--- src/rtl/mini_alu_pkg.sv ---
// Shared types and constants for the Mini ALU divide path.
// No logic; imported by the divider and its trial-subtract stage.
package mini_alu_pkg;

   localparam int WIDTH = 6;
   localparam int CNT_W = $clog2(WIDTH);

   typedef enum logic [1:0] {
      IDLE = 2'd0,
      CALC = 2'd1,
      DONE = 2'd2
   } div_state_t;

   localparam logic [WIDTH-1:0] DIV_ZERO_QUOT = '1;

   typedef struct packed {
      logic [WIDTH-1:0] quot;
      logic [WIDTH-1:0] rem;
      logic             dbz;
      logic             ovf;
   } div_res_t;

   function automatic logic [WIDTH-1:0] neg_w(input logic [WIDTH-1:0] v);
      return ~v + WIDTH'(1);
   endfunction

   function automatic logic [WIDTH-1:0] mag_w(input logic [WIDTH-1:0] v);
      return v[WIDTH-1] ? neg_w(v) : v;
   endfunction

endpackage

--- src/rtl/div_sub_stage.sv ---
// Combinational (WIDTH+1)-bit trial subtractor for the restoring divider.
// Zero latency; no flow control.
module div_sub_stage
   import mini_alu_pkg::*;
(
   input  logic [WIDTH:0] minuend,
   input  logic [WIDTH:0] subtrahend,
   output logic [WIDTH:0] diff,
   output logic           borrow
);

   assign {borrow, diff} = {1'b0, minuend} - {1'b0, subtrahend};

endmodule

--- src/rtl/mini_alu_divider.sv ---
// Restoring divider, one quotient bit per clock; MINI_ALU_DIV_SIGNED_EN adds signed_mode.
// Latency: WIDTH cycles start-to-done, 1 cycle for divide by zero.
// Backpressure: start is ignored while busy; operands are latched only on acceptance.
module mini_alu_divider
   import mini_alu_pkg::*;
(
   input  logic             clk,
   input  logic             rst_n,
   input  logic             start,
   input  logic [WIDTH-1:0] dividend,
   input  logic [WIDTH-1:0] divisor,
`ifdef MINI_ALU_DIV_SIGNED_EN
   input  logic             signed_mode,
`endif
   output logic             busy,
   output logic             done,
   output logic [WIDTH-1:0] quotient,
   output logic [WIDTH-1:0] remainder,
   output logic             div_by_zero,
   output logic             overflow
);

   div_state_t       state_q, state_d;
   logic [CNT_W-1:0] cnt_q, cnt_d;
   logic [WIDTH-1:0] dvd_q, dvd_d;
   logic [WIDTH-1:0] dvs_q, dvs_d;
   logic [WIDTH-1:0] prem_q, prem_d;
   logic [WIDTH-1:0] quo_q, quo_d;
   div_res_t         res_q, res_d;
`ifdef MINI_ALU_DIV_SIGNED_EN
   logic             qneg_q, qneg_d;
   logic             rneg_q, rneg_d;
   logic             ovf_q, ovf_d;
`endif

   logic [WIDTH:0]   shifted;
   logic [WIDTH:0]   diff;
   logic             borrow;
   logic [WIDTH:0]   step_rem;
   logic [WIDTH-1:0] step_quo;
   logic [WIDTH-1:0] op_dvd, op_dvs;
   logic [WIDTH-1:0] fin_quo, fin_rem;
   logic             unused_rem_msb;

   // Partial remainder gains the next dividend bit, MSB first.
   assign shifted = {prem_q, dvd_q[WIDTH-1]};

   div_sub_stage u_sub (
      .minuend    (shifted),
      .subtrahend ({1'b0, dvs_q}),
      .diff       (diff),
      .borrow     (borrow)
   );

   assign step_rem       = borrow ? shifted : diff;
   assign step_quo       = {quo_q[WIDTH-2:0], ~borrow};
   // A restored remainder is always below the divisor, so its top bit is zero.
   assign unused_rem_msb = step_rem[WIDTH];

   always_comb begin
      state_d = state_q;
      cnt_d   = cnt_q;
      dvd_d   = dvd_q;
      dvs_d   = dvs_q;
      prem_d  = prem_q;
      quo_d   = quo_q;
      res_d   = res_q;
      op_dvd  = dividend;
      op_dvs  = divisor;
      fin_quo = step_quo;
      fin_rem = step_rem[WIDTH-1:0];
`ifdef MINI_ALU_DIV_SIGNED_EN
      qneg_d  = qneg_q;
      rneg_d  = rneg_q;
      ovf_d   = ovf_q;
      if (signed_mode) begin
         op_dvd = mag_w(dividend);
         op_dvs = mag_w(divisor);
      end
      if (qneg_q) fin_quo = neg_w(step_quo);
      if (rneg_q) fin_rem = neg_w(step_rem[WIDTH-1:0]);
`endif

      case (state_q)
         IDLE, DONE: begin
            state_d = IDLE;
            if (start) begin
               if (divisor == '0) begin
                  res_d   = '{quot: DIV_ZERO_QUOT, rem: dividend, dbz: 1'b1, ovf: 1'b0};
                  state_d = DONE;
               end else begin
                  dvd_d   = op_dvd;
                  dvs_d   = op_dvs;
                  prem_d  = '0;
                  quo_d   = '0;
                  cnt_d   = '0;
                  state_d = CALC;
`ifdef MINI_ALU_DIV_SIGNED_EN
                  qneg_d  = signed_mode & (dividend[WIDTH-1] ^ divisor[WIDTH-1]);
                  rneg_d  = signed_mode & dividend[WIDTH-1];
                  ovf_d   = signed_mode && (dividend == {1'b1, {(WIDTH-1){1'b0}}})
                                        && (divisor == '1);
`endif
               end
            end
         end
         CALC: begin
            prem_d = step_rem[WIDTH-1:0];
            dvd_d  = dvd_q << 1;
            quo_d  = step_quo;
            cnt_d  = cnt_q + CNT_W'(1);
            if (cnt_q == CNT_W'(WIDTH-1)) begin
               res_d.quot = fin_quo;
               res_d.rem  = fin_rem;
               res_d.dbz  = 1'b0;
`ifdef MINI_ALU_DIV_SIGNED_EN
               res_d.ovf  = ovf_q;
`else
               res_d.ovf  = 1'b0;
`endif
               state_d    = DONE;
            end
         end
         default: state_d = IDLE;
      endcase
   end

   always_ff @(posedge clk or negedge rst_n) begin
      if (!rst_n) begin
         state_q <= IDLE;
         cnt_q   <= '0;
         dvd_q   <= '0;
         dvs_q   <= '0;
         prem_q  <= '0;
         quo_q   <= '0;
         res_q   <= '0;
`ifdef MINI_ALU_DIV_SIGNED_EN
         qneg_q  <= 1'b0;
         rneg_q  <= 1'b0;
         ovf_q   <= 1'b0;
`endif
      end else begin
         state_q <= state_d;
         cnt_q   <= cnt_d;
         dvd_q   <= dvd_d;
         dvs_q   <= dvs_d;
         prem_q  <= prem_d;
         quo_q   <= quo_d;
         res_q   <= res_d;
`ifdef MINI_ALU_DIV_SIGNED_EN
         qneg_q  <= qneg_d;
         rneg_q  <= rneg_d;
         ovf_q   <= ovf_d;
`endif
      end
   end

   assign busy        = (state_q == CALC);
   assign done        = (state_q == DONE);
   assign quotient    = res_q.quot;
   assign remainder   = res_q.rem;
   assign div_by_zero = res_q.dbz;
   assign overflow    = res_q.ovf;

endmodule

--- config.mk ---
export PLATFORM = sky130hd
export DESIGN_NAME = mini_alu_divider
export DESIGN_NICKNAME = d
export VERILOG_FILES = /design/src/rtl/mini_alu_pkg.sv /design/src/rtl/div_sub_stage.sv /design/src/rtl/mini_alu_divider.sv
export SDC_FILE = /design/constraint.sdc
export NUM_CORES = 1
export LEC_CHECK = 0
export ABC_AREA = 1
export ABC_CLOCK_PERIOD_IN_PS = 2400
export BUFFER_PORTS_ARGS = -buffer_cell sky130_fd_sc_hd__buf_2
export CAP_MARGIN = 40
export CORE_MARGIN = 2
export CORE_UTILIZATION = 63
export CTS_BUF_LIST = sky130_fd_sc_hd__clkbuf_4 sky130_fd_sc_hd__clkbuf_8
export DETAILED_ROUTE_END_ITERATION = 16
export GPL_TIMING_DRIVEN = 0
export PLACE_DENSITY_LB_ADDON = 0.08
export SLEW_MARGIN = 20
export SYNTH_ARGS = -nofsm -noshare
export SYNTH_HDL_FRONTEND = slang
export SYNTH_SLANG_ARGS = --single-unit
--- constraint.sdc ---
create_clock -name clk -period 2.4 [get_ports clk]
set_input_delay 0.24 -clock clk [delete_from_list [all_inputs] [get_ports clk]]
set_output_delay 0.24 -clock clk [all_outputs]
set_load 0.005 [all_outputs]
Yosys cells after proc, flatten, opt, wreduce, memory -nomap -nowiden
Cells that the tools add are included.
Storage, ports and cells
  register bits: 42
  input bits: 15
  output and inout port bits: 16
  word-level logic and storage cells: 47
Cells by class
  add/subtract/negate cells: 2
  eq/ne operators: 7
  mux-type cells: 19
  bitwise gates (word level): 2
  reductions and logical operators: 7
Operators with widths (count)
  14-bit two-way mux: 3
  6-bit two-way mux: 5
  14-bit one-hot mux with 2 select lines: 1
  6-bit one-hot mux with 2 select lines: 2
  5-bit one-hot mux with 2 select lines: 1
  7-bit by 6-bit subtractor with 8-bit output: 1
  6-bit logical NOT: 1
  2-bit two-way mux: 3
  3-bit two-way mux: 2
  2-bit inequality test, second input constant: 3
  3-bit one-hot mux with 2 select lines: 1
  3-bit AND reduction: 2
  2-bit one-hot mux with 2 select lines: 1
  4-bit AND reduction: 1
  3-bit by 1-bit adder with 3-bit output, second input constant: 1
  3-bit equality test, second input constant: 1
  2-bit by 1-bit equality test with 1-bit output, second input constant: 1
  2-bit equality test, second input constant: 1
  2-bit logical NOT: 1
  2-bit by 1-bit inequality test with 1-bit output, second input constant: 1
  1-bit inverter: 2
  2-bit nonzero test: 1
  2-bit OR reduction: 1

Depth between registers and ports, before layout
  word-level depth: 4
  depth in mapped cells: 12
  mapped depth without buffers: 12

By module
Synthesis repeated with hierarchy kept, for this count alone.
Unflattened totals
  cell total of the unflattened synthesis: 304
  area, all modules: 2283.4 um^2
By module, submodules not included
  mini_alu_divider: times used 1, cells an instance 242, area each 1944.4 um^2, sequential area each 1026.0 um^2
  div_sub_stage: times used 1, cells an instance 62, area each 339.1 um^2, sequential area each 0.0 um^2

Least setup slack after synthesis
OpenSTA, ideal clock, no wires.
  path kind: flip-flop to flip-flop
  start: register dvd_q[5]
  end: register res_q (netlist bit remainder[4])
  library setup time: 0.116 ns
  arrival: 1.478 ns
  required time: 2.284 ns
  slack: 0.806 ns
  cell stages (with the launch flop): 13
  buffers on the path: 0
  clock period less this slack: 1.594 ns
  path through: dfrtp_1 > inv_1 > ha_1 > inv_2 > fa_1 > nand3_1 > nand2_1 > nand2_1 > nand2_1 > nand3_1 > nand3_1 > nand2_1 > nand2_1
On the way
  cells in the longest elaborated chain, start to end: 4
Ends and longest elaborated chain
  from (decl): line mini_alu_divider.sv:25  | logic [WIDTH-1:0] dvd_q, dvd_d;
  from (signal assigned): line mini_alu_divider.sv:145  | dvd_q <= dvd_d;
  7-bit by 6-bit subtractor with 8-bit output: line div_sub_stage.sv:12  | assign {borrow, diff} = {1'b0, minuend} - {1'b0, subtrahend};
  6-bit two-way mux: line mini_alu_divider.sv:55  | assign step_rem = borrow ? shifted : diff;
  14-bit two-way mux: line mini_alu_divider.sv:112  | if (cnt_q == CNT_W'(WIDTH-1)) begin
  14-bit one-hot mux with 2 select lines: line mini_alu_divider.sv:84  | case (state_q)
  to (signal assigned): line mini_alu_divider.sv:149  | res_q <= res_d;
  to (decl): line mini_alu_divider.sv:29  | div_res_t res_q, res_d;
Every way passes these cells. The select of a mux whose other input is x is not followed.
A chain may end at the register's enable or synchronous reset.

Final worst setup path
Ends and elaborated chain as after synthesis.

==> run summary <==
For the worst-case vdd ir drop, the log shows 900 µV. Once the clock tree was built, the setup fixing pass inserted 0 buffers. Initial antenna violation count: 0. Total grt overflow: 0. After technology mapping, the gate count stands at 250. The number of clock buffers added by TritonCTS is 5. The area share of the largest cell type after synthesis was 0.476; the detailed placement HPWL was 3260 µm. The die covers 0.00390 mm². Cell taking the most area after synthesis: sky130_fd_sc_hd__dfrtp_1. 31 I/O pins were placed. The final setup violation count is 0, and the number of design rule violations left after detail routing is 0. The logs give 0 for the number of hold violations in the final report and 0.60 ns for the worst setup slack for register-to-register paths.

The ratio of final minimum period to clock period works out to 0.749. The detailed router's first-iteration violation count is 62, and the wire length per cell is 13.1 µm. Of all nets on the critical path, the largest fanout is 3. Measured in cells, the most critical reg-to-reg path has a length of 12.

The worst setup path is captured at a flop. The vias per cell is 5.19. The area growth from synthesis to layout is 14.7%. The commonest non-fill, non-tap cell in the layout is sky130_fd_sc_hd__nand2_1.

Entering global routing, the biggest net connects 27 pins. The number of antenna diodes in the final layout is 0. The run gives 0.476 as the sequential element share of the synthesized area. Setup repair after global routing left no endpoint under its margin. The critical path goes through inv_1 -> ha_1 -> inv_2 -> fa_1 -> nand3_1 -> nand2_1 -> nand2_1 -> nand2_1 -> nand3_1 -> nand3_1 -> nand2_1 -> nand2_1. The flow ran to the end, and the final reports show no timing, DRC or antenna violations. The final design area excluding fillers is 0.00247 mm².

CTS saw 41 sinks. The final sum of negative setup slack came out at 0 ns. Yosys mapped a number of flops with a built-in enable equal to 0.

The number of gates resized after CTS was 0. For this run, the post-layout net count is 312. The tools report the total routing usage reported by global routing as 0.262. The most numerous cell type found on the critical path is sky130_fd_sc_hd__nand2_1. The vertical die dimension works out to 62.5 µm. The post-detailed-routing wire length is 4380 µm. TritonCTS built the clock tree. The post-route antenna net violation count was 0; the number of buffers inserted by port buffering was 29.

The worst hold path class was in -> reg. The end-of-flow core utilization is 0.746. Each instance of the synthesized netlist takes up on average 8.62 µm².

On the final layout, the worst clock skew is 0.0108 ns. The top cell types in the final layout, fill and taps aside, are 54 x sky130_fd_sc_hd__nand2_1, 41 x sky130_fd_sc_hd__dfrtp_1, 35 x sky130_fd_sc_hd__buf_2, 28 x sky130_fd_sc_hd__nor2_1, 27 x sky130_fd_sc_hd__inv_1. The tools report the number of global-route vias before repair as 1764. The setup path with the least slack is of type reg -> reg. The run gives 2.68 ns as the worst endpoint required time.

The met2 usage in global routing came out at 0.431. The root buffer cell is sky130_fd_sc_hd__clkbuf_4. The tools report the element type at the critical path start as a flop. After synthesis, the netlist uses 37 different library cells. The total area inside the core boundary comes to 0.00331 mm². End of the worst register-to-register path: remainder[4]. The initialized floorplan defines 21 standard-cell rows. The number of buffers on the longest clock path is 2. The post-layout minimum cycle time is 1.80 ns, and the maximum level of the CTS H-tree is 2.

The first global-routing pass estimated 7960 µm of wire. The critical path starts at dvd_q[5]. The run gives 0 as the number of maximum-capacitance violations.

The placed instances occupy a cell area of 0.00238 mm². The routed layout has 1740 vias. In this run, synthesis produced a sequential element count of 41. The post-synthesis async set-or-reset flop share was 1.00; the met3 track demand over resource was 0.0559.

Total count of max-transition violations in the final report: 0. Synthesis produced a netlist with a net count of 274. For this run, the top clock speed supported by timing is 556 MHz.

Standard cell with the maximum stage delay on the critical path: sky130_fd_sc_hd__dfrtp_1. The total power divided by cell area is 1390 mW/mm², and the maximum single-stage delay on the critical path is 0.42 ns. The tools report the number of buffers added to fix hold violations after cts as 1. The run gives 0 as the count of yosys warnings during synthesis. For this run, the leading register cell type out of synthesis is sky130_fd_sc_hd__dfrtp_1. Worst path arrival time: 2.07 ns. The initial standard-cell utilization of the core is 0.651. The horizontal die dimension was 62.5 µm.

For the leakage power summed over all cells, the log shows 0.00131 µW. After global routing, the most crowded layer is met2. Summing every instance area after synthesis gives 0.00215 mm².

The clock transition time at the flip-flop clock pins of the worst setup and hold paths came out at 0.13 ns. For this run, the detailed router's first-pass iteration total came to 4. The run gives 0.36 ns as the source-to-sink clock delay at the later pin of the worst-skew pair.

Reg-to-reg startpoint: dvd_q[5]. In this run the worst setup path terminates at remainder[4]. Met1 usage: 0.346.

Fraction of final layout cells sized beyond drive strength 1: 0.256. Sorting the synthesized cells by area gives the leading types as sky130_fd_sc_hd__dfrtp_1 48%, sky130_fd_sc_hd__nand2_1 9.4%, sky130_fd_sc_hd__nor2_1 4.9%, sky130_fd_sc_hd__inv_1 4.7%, sky130_fd_sc_hd__ha_1 4.6%. The run gives 0.824 as the final estimated routing congestion in global placement.
[critical path: cells and delay by family, from the launching register on]
kind | cells | cell delay (ns)
DFF | 1 | 0.42
and+or+nand+nor | 8 | 0.57
buffers and inverters | 2 | 0.14
adders and majority gates | 2 | 0.57
[cell usage after synthesis (5+ instances only)]
library cell and instances:
sky130_fd_sc_hd__a21oi_1 9, sky130_fd_sc_hd__buf_2 6, sky130_fd_sc_hd__dfrtp_1 41, sky130_fd_sc_hd__ha_1 8
sky130_fd_sc_hd__inv_1 27, sky130_fd_sc_hd__inv_2 5, sky130_fd_sc_hd__nand2_1 54, sky130_fd_sc_hd__nand2_2 8
sky130_fd_sc_hd__nand3_1 15, sky130_fd_sc_hd__nor2_1 28, sky130_fd_sc_hd__nor2_2 6, sky130_fd_sc_hd__o21ai_0 6
[layout make-up]
type                            instances  area [µm²]
Fill cell                             276         840
Sequential cell                        41        1030
Tap cell                               46        57.6
Timing Repair Buffer                   31         175
Clock inverter                          3        46.3
Clock buffer                            5        37.5
Inverter                               33         129
Multi-Input combinational cell        168         951
Buffer                                  8        48.8
[worst min-delay path by stage]
stage / startpoint / to / slack [ns] / depth (start not counted)
floorplan: rst_n / cnt_q[0] / -0.06 / 0
CTS: divisor[0] / dvs_q[0] / 0.10 / 2
finish: divisor[0] / dvs_q[0] / 0.11 / 2
global route: divisor[0] / dvs_q[0] / 0.11 / 2
global placement: rst_n / dvs_q[5] / 0.42 / 1
detailed placement: rst_n / dvs_q[5] / 0.18 / 1
[where the power goes]
group	internal, µW	total [µW]	switching (µW)
sequential	998	1160	163
combinational	698	1810	1120
clock	221	468	247
total	1920	3440	1530
[per-layer routing]
layer / vias up / part of all wire
met1: 826 / 0.46
met3: 6 / 0.042
met4: 0 / 0.016
met5: - / 0
met2: 36 / 0.48
li1: 872 / -
[logic make-up (layout without fill, tap and decap cells)]
family	count (synthesis)	in the layout	synth area share
flip-flops	41	41	0.476
multiplexers	1	1	0.00523
AND/OR/NAND/NOR	123	123	0.278
other	1	1	0.00174
AO/OA/AOI/OAI	32	32	0.0929
buffers and inverters	41	80	0.0825
XOR/XNOR	2	2	0.00813
adder cells (fa/ha/maj)	9	9	0.0558
[metrics by stage]
| step | worst slack (ns) | hold slack, ns | power (µW) | std cells |
|---|---|---|---|---|
| 6_report | 0.603 | 0.109 | 3440 | 335 |
| 5_1_grt | 0.509 | 0.107 | 3760 | 335 |
| 4_1_cts | 0.605 | 0.104 | 3460 | 335 |
| 3_5_place_dp | 0.631 | 0.180 | 2990 | 326 |
| 3_3_place_gp | 0.655 | 0.418 | 2930 | 325 |
| 2_1_floorplan | 0.806 | -0.0556 | 2510 | 250 |
[sequential cells by signal, indices dropped and copies added (netlist names)]
name and flops:
dvd_q 6, remainder 6, prem_q 6, quo_q 5, state_q 2, div_by_zero 1
cnt_q 3, dvs_q 6, quotient 6
Note: power is estimated with default switching activity, not from simulation.
